File: src/rtl/wb_pkg.sv
// Shared types and default sizes for the writeback register file slice.
package wb_pkg;

   localparam int WB_NUM_REGS = 16;
   localparam int WB_DATA_W   = 32;
   localparam int WB_REG_W    = $clog2(WB_NUM_REGS);

   typedef logic [WB_REG_W-1:0]    reg_t;
   typedef logic [WB_DATA_W-1:0]   imm_t;
   typedef logic [WB_NUM_REGS-1:0] scoreboard_t;

endpackage

File: src/rtl/wb_scoreboard.sv
// Pending-write scoreboard: busy vector, issue stall and pending-write count.
// REGFILE_BYPASS_EN: a register committing this cycle no longer stalls issue.
module wb_scoreboard
   import wb_pkg::*;
#(
   parameter int NUM_REGS = WB_NUM_REGS,
   parameter int REG_W    = $clog2(NUM_REGS)
) (
   input  logic             clk,
   input  logic             arstn,
   input  logic             wb_wr,
   input  logic [REG_W-1:0] reg_dst,
   input  logic             issue_valid,
   input  logic             issue_wr,
   input  logic [REG_W-1:0] issue_dst,
   input  logic             issue_use1,
   input  logic [REG_W-1:0] issue_src1,
   input  logic             issue_use2,
   input  logic [REG_W-1:0] issue_src2,
   output logic             stall,
   output logic [REG_W:0]   pending_cnt
);

   logic [NUM_REGS-1:0] busy_q;
   logic [NUM_REGS-1:0] busy_eff;
   logic [NUM_REGS-1:0] busy_nxt;
   logic [REG_W:0]      cnt_q;

   function automatic logic [REG_W:0] popcount(input logic [NUM_REGS-1:0] v);
      logic [REG_W:0] c;
      c = '0;
      for (int i = 0; i < NUM_REGS; i++) begin
         c = c + {{REG_W{1'b0}}, v[i]};
      end
      return c;
   endfunction

   always_comb begin
      busy_eff = busy_q;
`ifdef REGFILE_BYPASS_EN
      if (wb_wr) begin
         busy_eff[reg_dst] = 1'b0;
      end
`endif
   end

   assign stall = issue_valid & ((issue_use1 & busy_eff[issue_src1]) |
                                 (issue_use2 & busy_eff[issue_src2]) |
                                 (issue_wr   & busy_eff[issue_dst]));

   // Set is applied after clear so an accepted issue wins over a same-register commit.
   always_comb begin
      busy_nxt = busy_q;
      if (wb_wr) begin
         busy_nxt[reg_dst] = 1'b0;
      end
      if (issue_valid && !stall && issue_wr && (issue_dst != '0)) begin
         busy_nxt[issue_dst] = 1'b1;
      end
      busy_nxt[0] = 1'b0;
   end

   always_ff @(posedge clk) begin
      if (!arstn) begin
         busy_q <= '0;
         cnt_q  <= '0;
      end else begin
         busy_q <= busy_nxt;
         cnt_q  <= popcount(busy_nxt);
      end
   end

   assign pending_cnt = cnt_q;

endmodule

File: src/rtl/wb_regfile.sv
// Architectural register file with ALU writeback, two read ports and hazard stall.
// REGFILE_BYPASS_EN: forward the committing ALU result to the read ports.
module wb_regfile
   import wb_pkg::*;
#(
   parameter int NUM_REGS = WB_NUM_REGS,
   parameter int DATA_W   = WB_DATA_W,
   parameter int REG_W    = $clog2(NUM_REGS)
) (
   input  logic              clk,
   input  logic              arstn,
   input  logic              wb_wr_i,
   input  logic [REG_W-1:0]  reg_dst_i,
   input  logic [DATA_W-1:0] wb_data_i,
   input  logic              issue_valid_i,
   input  logic              issue_wr_i,
   input  logic [REG_W-1:0]  issue_dst_i,
   input  logic              issue_use1_i,
   input  logic [REG_W-1:0]  issue_src1_i,
   input  logic              issue_use2_i,
   input  logic [REG_W-1:0]  issue_src2_i,
   output logic [DATA_W-1:0] rd1_data_o,
   output logic [DATA_W-1:0] rd2_data_o,
   output logic              stall_o,
   output logic [REG_W:0]    pending_cnt_o
);

   logic [DATA_W-1:0] regs [NUM_REGS];

   always_ff @(posedge clk) begin
      if (!arstn) begin
         for (int i = 0; i < NUM_REGS; i++) begin
            regs[i] <= '0;
         end
      end else if (wb_wr_i && (reg_dst_i != '0)) begin
         regs[reg_dst_i] <= wb_data_i;
      end
   end

   always_comb begin
      rd1_data_o = (issue_src1_i == '0) ? '0 : regs[issue_src1_i];
      rd2_data_o = (issue_src2_i == '0) ? '0 : regs[issue_src2_i];
`ifdef REGFILE_BYPASS_EN
      if (wb_wr_i && (reg_dst_i != '0) && (reg_dst_i == issue_src1_i)) begin
         rd1_data_o = wb_data_i;
      end
      if (wb_wr_i && (reg_dst_i != '0) && (reg_dst_i == issue_src2_i)) begin
         rd2_data_o = wb_data_i;
      end
`endif
   end

   wb_scoreboard #(
      .NUM_REGS (NUM_REGS),
      .REG_W    (REG_W)
   ) u_scoreboard (
      .clk         (clk),
      .arstn       (arstn),
      .wb_wr       (wb_wr_i),
      .reg_dst     (reg_dst_i),
      .issue_valid (issue_valid_i),
      .issue_wr    (issue_wr_i),
      .issue_dst   (issue_dst_i),
      .issue_use1  (issue_use1_i),
      .issue_src1  (issue_src1_i),
      .issue_use2  (issue_use2_i),
      .issue_src2  (issue_src2_i),
      .stall       (stall_o),
      .pending_cnt (pending_cnt_o)
   );

endmodule

File: config.mk
export PLATFORM = sky130hd
export DESIGN_NAME = wb_regfile
export DESIGN_NICKNAME = d
export VERILOG_FILES = /design/src/rtl/wb_pkg.sv /design/src/rtl/wb_scoreboard.sv /design/src/rtl/wb_regfile.sv
export SDC_FILE = /design/constraint.sdc
export NUM_CORES = 1
export LEC_CHECK = 0
export CAP_MARGIN = 25
export CORE_ASPECT_RATIO = 0.6
export CORE_MARGIN = 10
export CORE_UTILIZATION = 40
export DETAILED_ROUTE_END_ITERATION = 10
export REMOVE_ABC_BUFFERS = 1
export SLEW_MARGIN = 0
export SYNTH_ARGS = -nofsm -noshare
export SYNTH_HDL_FRONTEND = slang
export SYNTH_SLANG_ARGS = --single-unit
File: constraint.sdc
create_clock -name clk -period 16.55 [get_ports clk]
set_input_delay 3.31 -clock clk [delete_from_list [all_inputs] [get_ports clk]]
set_output_delay 3.31 -clock clk [all_outputs]
set_load 0.005 [all_outputs]
==> out/results.txt <==
Crit Path Category: in2out
Register clock-pin slew on the reported worst setup and hold paths: 60 ps
Worst-path maximum fanout: 59
Synth unique cells: 55
Min-Delay Path Class: reg2reg
Hpwl dp: 48390 µm
Final nets: 1927
CTS max path bufs: 3
CTS root buf: clkbuf_16
Slew Limit Fails: 0
Yosys warns: 0
Via density: 6.042
Total GRT Usage: 21.55%
Synth Area per Inst: 15.95 µm²
Asr flop ratio synth: 0%
DR vias: 17060
Storage cell area: 15780 µm²
DRC Markers: 0
Core Region: 70100 µm²
Status: finished clean
Register area share after synthesis: 55.62%
Mapped cell area: 28360 µm²
Unrepaired setup endpoints after global routing: no
MaxCap Viol Count: 0
CTS tree: done
Required @ worst endpoint: 13240 ps
Final setup vio count: 0
Worst skew pair latency: 590 ps
Initial Util: 40.46%
Share of layout cells above drive strength 1: 25.94%
Leak: 10.95 nW
Post-Place Setup Slack: 6136 ps
Setup crit start kind: input port
Avg WL per Cell: 31.71 µm
IO Pins: 125
Detailed Routing Iterations Pass 1: 5
Footprint of the multi-input gates: 12160 µm²
Vias in the first global route: 17530
Cell taking the most area after synthesis: edfxtp_1
Clock sinks: 532
Tmin final: 10270 ps
CP Capture Type: output pin
Synth top area share: 54.20%
Final WL: 89520 µm
Initial DRC count: 2243
Post-Syn Instances: 1778
RePlAce Congestion: 0.8071
Die height: 226.3 µm
Commonest non-fill, non-tap cell in the layout: edfxtp_1
Most frequent cells in the layout: edfxtp_1 (512), and2_1 (482), mux4_2 (290)
Measured slew at the worst slew-check pin: 1062 ps
PortBufs: 124
Peak VDD IR: 69.75 µV
EDFF count, synth: 512
Hold Vio Cnt, Final: 0
Resized Gates After CTS: 0
Largest net degree at the start of global routing: 81
Clock Skew: 5.493 ps
Final ANT Viol Nets: 0
Max Freq: 0.09739 GHz
Grt ovf: 0
Initial antenna violation count: 9
Chip width: 363.8 µm
Post-CTS Setup Repair Bufs: 0
Slew HR: 29.17%
Setup TNS: 0 ps
Row count: 75
Fin worst setup slack: 6282 ps
Pwr Density: 99.93 nW/µm²
CTS Hold Bufs: 0
Critical Path AT: 6960 ps
Area delta synth->final: 14.05%
TritonCTS Buffers: 52
H-tree levels: 2
Top cells by area, synth: edfxtp_1 (54%), mux4_2 (23%), and2_1 (11%), clkbuf_1 (1.5%), dfxtp_1 (1.4%)
Die area: 82310 µm²
Fin crit share: 62.05%
First-pass GRT wire length: 128200 µm
Top_reg_cell synth: edfxtp_1
Fillers: 5985
Seq cells post-synth: 532
kinds of logic (layout without fill, tap and decap cells):
kind of cell	count (synthesis)	count (layout)	synth area share, %
simple gates	605	605	12.99
flops	532	532	55.62
mux	338	338	24.88
buf+inv	185	273	2.823
compound gates	100	100	2.722
fa+ha+maj	15	15	0.8999
xor+xnor	2	2	0.06177
other cells	1	34	0.01322
worst max-delay path: stages:
cell,delay [ps]
clkbuf_8,530
buf_4,610
buf_4,740
mux4_2,610
mux4_2,530
clkdlybuf4s50_1,480
metal layers:
metal	global-route usage, %	share of wire (%)	wire length, µm	up-vias
met5	0	0.012	11	-
met4	4.921	2.0	1789	2
met3	5.839	10	8928	124
met2	33.29	46	40820	924
met1	30.20	42	37970	8966
li1	-	-	-	7041
synthesized netlist by cell type (all sizes together), types with 2 or more instances:
cell,n
edfxtp,512
and2,482
mux4,290
clkbuf,115
buf,60
nor2b,38
mux2,36
a22o,32
nand2,25
nor2,21
o21ai,21
dfxtp,20
mux2i,12
o31ai,12
nand2b,10
o32ai,10
fa,9
inv,9
nand3,9
a21oi,6
ha,6
nand3b,4
o41ai,4
nand4,3
o22ai,3
and3,2
nor3,2
nor3b,2
nor4b,2
or3b,2
flip-flops by register name, indices dropped and copies added, names as in the netlist:
| signal | count |
|---|---|
| u_scoreboard.busy_eff | 15 |
| regs | 512 |
| u_scoreboard.pending_cnt | 5 |
stage by stage:
stage	instance area, µm²	power (mW)	instances	util [%]	hold slack (ps)
floorplan	27720	1.822	1634	-	473.4
global placement	30700	2.052	2727	43.79	513.1
detailed placement	30700	2.061	2727	43.79	528.6
CTS	32340	3.248	2821	46.14	539.6
global route	32350	3.336	2822	46.15	584.9
finish	32350	3.233	2823	46.15	539.6
cell type report:
type	instances	area share [%]
Inverter	10	0.1160
Timing Repair Buffer	169	4.854
Multi-Input combinational cell	1092	37.58
Clock buffer	62	4.204
Tap cell	924	3.574
Antenna cell	2	0.01547
Sequential cell	532	48.76
Clock inverter	32	0.8934
path summary, 6_finish.rpt:
path | endpoint | depth (start not counted) | from | slack, ps
worst max-delay path | rd2_data_o[8] | 6 | issue_src2_i[0] | 6280
worst min-delay path | u_scoreboard.busy_eff[8] | 2 | u_scoreboard.busy_eff[8] | 540
worst max register to register | u_scoreboard.pending_cnt[4] | 17 | u_scoreboard.busy_eff[1] | 11090
worst min register to register | u_scoreboard.busy_eff[8] | 2 | u_scoreboard.busy_eff[8] | 540
report_power, final:
part | leakage, nW | switching (mW) | total [mW] | internal [mW]
combinational | 5.07 | 0.216 | 0.435 | 0.219
sequential | 5.07 | 0.0398 | 1.60 | 1.56
clock | 0.808 | 0.537 | 1.20 | 0.663
Note: power is estimated with default switching activity, not from simulation.
